--- src/rtl/game_flow_controller.sv ---
// Top-level game sequencer: start screen, frame draw/stall/erase/update loop and game over,
// with a req/done drawer handshake, tick-paced frames, button edge detection, lives and frame counts.
module game_flow_controller #(
    parameter int NUM_BTNS    = 4,
    parameter int START_BTN   = 0,
    parameter int FRAME_TICKS = 1,
    parameter int LIVES       = 3,
    parameter int LIVES_W     = 2,
    parameter int FRAME_W     = 16
) (
    input  logic                clk,
    input  logic                resetn,
    input  logic                game_tick,
    input  logic [NUM_BTNS-1:0] btn,
    input  logic                collision,
    input  logic                draw_done,
    output logic                draw_req,
    output logic [2:0]          draw_mode,
    output logic                update_en,
    output logic [NUM_BTNS-1:0] btn_pulse,
    output logic [LIVES_W-1:0]  lives,
    output logic [FRAME_W-1:0]  frame_count,
    output logic [3:0]          state,
    output logic                game_over
);

    localparam int TICK_W = (FRAME_TICKS > 1) ? $clog2(FRAME_TICKS) : 1;
    localparam logic [TICK_W-1:0] TICK_LAST = TICK_W'(FRAME_TICKS - 1);

    typedef enum logic [3:0] {
        S_DRAW_START     = 4'd0,
        S_WAIT_START     = 4'd1,
        S_CLEAR          = 4'd2,
        S_DRAW_FRAME     = 4'd3,
        S_STALL          = 4'd4,
        S_ERASE_FRAME    = 4'd5,
        S_UPDATE         = 4'd6,
        S_DRAW_GAME_OVER = 4'd7,
        S_WAIT_GAME_OVER = 4'd8
    } state_t;

    state_t              cur_state, next_state;
    logic                next_draw_req;
    logic                tick_pending, next_tick_pending;
    logic [TICK_W-1:0]   tick_cnt, next_tick_cnt;
    logic [LIVES_W-1:0]  next_lives;
    logic [FRAME_W-1:0]  next_frame_count;
    logic [NUM_BTNS-1:0] btn_meta, btn_sync, btn_prev;

    logic done_ack;
    logic tick_avail;
    logic start_pulse;

    assign done_ack    = draw_req & draw_done;
    assign tick_avail  = tick_pending | game_tick;
    assign start_pulse = btn_pulse[START_BTN];
    assign state       = cur_state;

    always_ff @(posedge clk or negedge resetn) begin
        if (!resetn) begin
            cur_state    <= S_DRAW_START;
            draw_req     <= 1'b0;
            tick_pending <= 1'b0;
            tick_cnt     <= '0;
            lives        <= LIVES_W'(LIVES);
            frame_count  <= '0;
            btn_meta     <= '0;
            btn_sync     <= '0;
            btn_prev     <= '0;
            btn_pulse    <= '0;
        end else begin
            cur_state    <= next_state;
            draw_req     <= next_draw_req;
            tick_pending <= next_tick_pending;
            tick_cnt     <= next_tick_cnt;
            lives        <= next_lives;
            frame_count  <= next_frame_count;
            btn_meta     <= btn;
            btn_sync     <= btn_meta;
            btn_prev     <= btn_sync;
            btn_pulse    <= btn_sync & ~btn_prev;
        end
    end

    // draw_req is derived from the current state, so it only rises one cycle after a draw state is entered.
    always_comb begin
        next_state        = cur_state;
        next_draw_req     = 1'b0;
        next_tick_pending = 1'b0;
        next_tick_cnt     = tick_cnt;
        next_lives        = lives;
        next_frame_count  = frame_count;
        draw_mode         = 3'd0;
        update_en         = 1'b0;
        game_over         = 1'b0;

        case (cur_state)
            S_DRAW_START: begin
                draw_mode     = 3'd0;
                next_draw_req = ~done_ack;
                if (done_ack) next_state = S_WAIT_START;
            end
            S_WAIT_START: begin
                if (start_pulse) next_state = S_CLEAR;
            end
            S_CLEAR: begin
                draw_mode     = 3'd4;
                next_draw_req = ~done_ack;
                if (done_ack) begin
                    next_state       = S_DRAW_FRAME;
                    next_lives       = LIVES_W'(LIVES);
                    next_frame_count = '0;
                end
            end
            S_DRAW_FRAME: begin
                draw_mode         = 3'd1;
                next_draw_req     = ~done_ack;
                next_tick_pending = tick_pending | game_tick;
                if (done_ack) next_state = S_STALL;
            end
            S_STALL: begin
                // A pending tick is used first; a live tick arriving alongside it becomes the new pending one.
                next_tick_pending = tick_pending & game_tick;
                if (tick_avail) begin
                    if (tick_cnt == TICK_LAST) begin
                        next_tick_cnt = '0;
                        next_state    = S_ERASE_FRAME;
                    end else begin
                        next_tick_cnt = tick_cnt + TICK_W'(1);
                    end
                end
            end
            S_ERASE_FRAME: begin
                draw_mode         = 3'd2;
                next_draw_req     = ~done_ack;
                next_tick_pending = tick_pending | game_tick;
                if (done_ack) next_state = S_UPDATE;
            end
            S_UPDATE: begin
                update_en         = 1'b1;
                next_tick_pending = tick_pending | game_tick;
                if (frame_count != '1) next_frame_count = frame_count + FRAME_W'(1);
                next_state = S_DRAW_FRAME;
                if (collision && lives == LIVES_W'(1)) begin
                    next_lives = '0;
                    next_state = S_DRAW_GAME_OVER;
                end else if (collision && lives > LIVES_W'(1)) begin
                    next_lives = lives - LIVES_W'(1);
                end
            end
            S_DRAW_GAME_OVER: begin
                draw_mode     = 3'd3;
                game_over     = 1'b1;
                next_draw_req = ~done_ack;
                if (done_ack) next_state = S_WAIT_GAME_OVER;
            end
            S_WAIT_GAME_OVER: begin
                game_over = 1'b1;
                if (start_pulse) next_state = S_CLEAR;
            end
            default: begin
                next_state = S_DRAW_START;
            end
        endcase
    end

endmodule
--- config.mk ---
export PLATFORM = sky130hd
export DESIGN_NAME = game_flow_controller
export DESIGN_NICKNAME = d
export VERILOG_FILES = /design/src/rtl/game_flow_controller.sv
export SDC_FILE = /design/constraint.sdc
export NUM_CORES = 1
export LEC_CHECK = 0
export BUFFER_PORTS_ARGS = -buffer_cell sky130_fd_sc_hd__buf_2
export CAP_MARGIN = 10
export CORE_MARGIN = 3
export CORE_UTILIZATION = 39
export CTS_BUF_LIST = sky130_fd_sc_hd__clkbuf_2 sky130_fd_sc_hd__clkbuf_4 sky130_fd_sc_hd__clkbuf_8
export DETAILED_ROUTE_END_ITERATION = 6
export PLACE_DENSITY = 0.57
export SYNTH_ARGS = -nofsm -noshare
export SYNTH_HDL_FRONTEND = slang
export SYNTH_SLANG_ARGS = --single-unit
--- constraint.sdc ---
create_clock -name clk -period 2.8 [get_ports clk]
set_input_delay 0.28 -clock clk [delete_from_list [all_inputs] [get_ports clk]]
set_output_delay 0.28 -clock clk [all_outputs]
set_load 0.02 [all_outputs]
# After elaboration in Yosys (flattened, before gate mapping)
# Index checks and enable logic that the tools add are counted.
# op_classes
n_mux	23
reduce_logical	12
n_bitwise	6
add_sub_neg	3
eq_ne	20
magnitude_cmp	1
# ops
op	count
$mux 16	2
$mux 4	8
$pmux 16 s2	1
$pmux 4 s8	1
$add 16x1->16 const B	1
$eq 4x3->1 const B	4
$ne 16x16->1 const B	1
$ne 2x2->1 const B	8
$pmux 3 s4	1
$eq 4x2->1 const B	2
$reduce_and 8->1	1
$mux 2	3
$reduce_and 3->1	2
$reduce_or 5->1	1
$and 4x4->4	1
$eq 4x1->1 const B	1
$eq 4x4->1 const B	1
$logic_not 4->1	1
$mux 1	4
$not 4->4	1
$pmux 2 s2	1
$reduce_or 2->1	2
$mux 3	1
$ne 3x3->1 const B	1
13 further kinds	15
# totals
regBits	41

# Depth between registers and ports, before layout
# logic_depth
ltp_word	5
depth_mapped	6

# Worst setup path before layout
# No wires, ideal clock.
# synth_path
path_type	register to register
start	register cur_state[2], in the netlist state[2]
end	register frame_count[9]
t_required_ns	2.658
period_less_slack_ns	2.100
path_slack_ns	0.700
arrival_time_ns	1.958
path_stages_with_launch	7
setup_ns	0.142
n_path_buf	2
cell_sequence	dfrtp_1 buf_2 nor4b_2 nand3_1 o21ai_2 buf_2 a31oi_1
# synth_via
elab_chain_cells	3
elab_cells_between_ends	7
# synth_rtl
item	line	rtl
from (decl)	42	state_t cur_state, next_state;
from (signal assigned)	72	cur_state <= next_state;
$eq 4x3->1 or $eq 4x2->1 (tied branches)	97	case (cur_state)
$ne 2x2->1 (no line) or $reduce_bool 2->1 (tied branches)	n/a	
$reduce_and 3->1 (no line)	n/a	
to (signal assigned)	77	frame_count <= next_frame_count;
to (decl)	22	output logic [FRAME_W-1:0] frame_count,
# Several ways; a longest one is shown, not always the timed one.
# A chain may end at the register's enable or synchronous reset.

# Final worst setup path
# layout_path
start	register cur_state[3], in the netlist state[3]
end	output port update_en
# layout_via
elab_chain_cells	2
# layout_rtl
item	line	rtl
$eq 4x3->1	97	
$mux 1	97	
to (decl)	19	output logic update_en,
# Every way passes these cells.

==> results_dict.tcl <==
set metrics [dict create \
    clock_skew_ps 5.281 \
    critPathLaunch "state[3]" \
    vias 1566 \
    finalHoldViolations 0 \
    synthFlopType "dfrtp_1" \
    yosys_warnings 0 \
    wl_um 4061 \
    ys_seq_area_share_pct 52.21 \
    cts_max_level 2 \
    reg2reg_depth 5 \
    firstDrtPassIters 4 \
    placement.io_buffers 40 \
    fin_setup_tns_ps 0 \
    ant_nets 0 \
    p_leak_nw 1.015 \
    rr_startpoint "frame_count[0]" \
    worstSetupPathType "register to primary output" \
    cp-end-kind "primary output" \
    outcome "completed" \
    grt_pass1_vias 1492 \
    worst_pin_slew_ps 858.4 \
    finalSetupViolCount 0 \
    grt_usage_pct 15.15 \
    syn_inst 186 \
    drc 0 \
    swShare_pct 43.84 \
    final_cells 289 \
    row_count 24 \
    clockPowerShare_pct 18.8 \
    synthesis.area_um2 1922 \
    peakVddDrop_v 0.0004398 \
    n_fill_cell 463 \
    core_um2 4564 \
    ios 41 \
    fmax_mhz 461.1 \
    fin_crit_sh_pct 77.45 \
    slowest_stage "dfrtp_1" \
    mostFrequentLayoutCell "buf_2" \
    antenna-diode-count 0 \
    insertion_delay_ps 290 \
    grt_max_degree 41 \
    nets 234 \
    gp_congestion 0.7954 \
    routedWlPerCell_um 14.05 \
    syn_nets 197 \
    ys_types 56 \
    die-area_um2 5806 \
    finalCriticalPeriod_ps 2169 \
    internal-power_mw 1.435 \
    maxCapViolCount 0 \
    path_cells "nand4bb_1 > buf_4 > inv_2 > buf_2" \
    slew_headroom_pct 42.78 \
    cpPeakStageDelay_ps 550 \
    cp_data_required_time_ps 2520 \
    p_comb_share_pct 41.3 \
    postCtsHoldBufs 0 \
    die_height_um 76.20 \
    synth-edff-count 0 \
    ys_async_sr_fraction_pct 100.0 \
    clk_path_buf_depth 2 \
    cts_sinks 40 \
    r2r_slack_ps 790 \
    fin_area_um2 2268 \
    dp_hpwl_um 2828 \
    final_cell_mix "buf_2 (40), dfrtp_1 (38), nand2_1 (13), a31oi_1 (13), nor2_1 (11)" \
    syn_area_per_cell_um2 10.33 \
    rr_endpoint "frame_count[6]" \
    cts_resized 0 \
    postCtsSetupRepairBufs 0 \
    die_x_um 76.20 \
    cts-buffers-inserted 5 \
    hp-class "input port to async pin" \
    drive_above_1_share_pct 25.89 \
    initial_core_util_pct 42.11 \
    power.switching_mw 1.121 \
    grt-ovfl-total 0 \
    path_clk_slew_ps 80 \
    drt-initial-drc-count 150 \
    grt_pass1_wl_um 7286 \
    cp_max_fo 26 \
    pwr-share-seq_pct 39.9 \
    placedInstanceArea_um2 2153 \
    areaGrowthSynthToFinish_pct 18.03 \
    vias_per_cell 5.419 \
    worst_setup_path_start_kind "register" \
    ys_ff_latch 40 \
    crit_end "update_en" \
    power.density_nw_per_um2 1127 \
    slew_viol_final 0 \
    dp.cells 281 \
    antenna_found_initial 0 \
    cp.arrival_ps 1890 \
    grt_setup_unrepaired "no" \
    cts_tree "done" \
    root_buffer "clkbuf_8" \
]
through the flow:
stage / util, % / setup slack (ps) / hold WS [ps] / total power, mW
floorplan: - / 699.8 / -15.59 / 1.797
finish: 49.70 / 631.4 / 93.31 / 2.556
global route: 49.70 / 516.0 / 73.80 / 2.758
global placement: 47.18 / 883.9 / 332.3 / 2.059
CTS: 49.70 / 629.2 / 83.87 / 2.581
detailed placement: 47.18 / 821.9 / 338.0 / 2.092
kinds of logic (layout without fill, tap and decap cells):
logic type                 after synthesis  after routing  synth area share (%)
buffers and inverters                   20             58                 4.753
muxes                                    3              3                 1.693
adders and majority gates                2              2                 1.302
xor gates and xnor gates                 3              3                 1.367
and+or+nand+nor                         70             70                 21.49
AOI/OAI and AO/OA                       48             48                 17.19
DFF                                     40             40                 52.21
power by group through the flow:
| stage | logic (mW) | clock network, mW | registers [mW] |
|---|---|---|---|
| after floorplan | 0.700 | 0 | 1.10 |
| after global placement | 1.04 | 0 | 1.01 |
| after detailed placement | 1.07 | 0 | 1.03 |
| after CTS | 1.07 | 0.495 | 1.02 |
| after global routing | 1.17 | 0.521 | 1.06 |
| final | 1.06 | 0.481 | 1.02 |
synthesized netlist by cell type (2+ instances only):
cell type / n / area (um2)
and4_1: 2 / 17.52
clkbuf_1: 5 / 18.77
o21a_1: 2 / 15.01
a31oi_1: 13 / 81.33
o21ai_1: 2 / 10.01
nor2_1: 11 / 41.29
o211ai_1: 3 / 22.52
nand4_1: 4 / 25.02
nand3_1: 9 / 45.04
a21oi_1: 7 / 35.03
nor2b_1: 5 / 31.28
dfstp_2: 2 / 52.55
a41oi_1: 3 / 26.28
a211oi_1: 2 / 15.01
mux2_1: 2 / 22.52
dfrtp_1: 38 / 950.9
nand2b_1: 2 / 12.51
xnor2_1: 2 / 17.52
o21ai_0: 4 / 20.02
buf_2: 4 / 20.02
or4_1: 5 / 37.54
nor4_1: 2 / 12.51
ha_1: 2 / 25.02
nor3_1: 4 / 20.02
nand2_1: 13 / 48.80
inv_1: 8 / 30.03
final cells by class:
| class | count | area (um2) | share of cell area [%] |
|---|---|---|---|
| multi-input cells | 126 | 827.0 | 36.46 |
| clock buffers | 5 | 68.82 | 3.034 |
| clock inverters | 3 | 46.29 | 2.041 |
| inverters | 9 | 33.78 | 1.489 |
| well taps | 65 | 81.33 | 3.585 |
| flip-flops and latches | 40 | 1003 | 44.24 |
| repair buffers | 41 | 207.7 | 9.156 |
registers in the layout, indices dropped and copies added, names as in the netlist:
name,flops
btn_meta,4
btn_prev,4
btn_pulse,4
btn_sync,4
draw_req,1
frame_count,16
lives,2
state,4
tick_pending,1
layer usage:
| metal | track usage, % | vias up | wire length (um) |
|---|---|---|---|
| met1 | 20.78 | 744 | 1901 |
| met5 | 0 | - | 0 |
| li1 | - | 770 | - |
| met2 | 23.29 | 48 | 1849 |
| met3 | 4.374 | 4 | 264 |
| met4 | 4.348 | 0 | 46 |
worst min path at each step:
| stage | slack, ps | cells past startpoint | endpoint | from |
|---|---|---|---|---|
| after global routing | 70 | 1 | btn_meta[2] | btn[2] |
| after detailed placement | 340 | 0 | btn_sync[1] | btn_meta[1] |
| after CTS | 80 | 1 | btn_meta[3] | btn[3] |
| after floorplan | -20 | 0 | btn_meta[0] | resetn |
| after global placement | 330 | 0 | btn_sync[3] | btn_meta[3] |
| final | 90 | 1 | tick_pending | resetn |
critical path, delay by kind of cell, from the launching register on:
kind	cells	cell delay, ps
DFF	1	550
buffers and inverters	3	790
and+or+nand+nor	1	250
No activity file was read; power rests on OpenSTA's default activity.
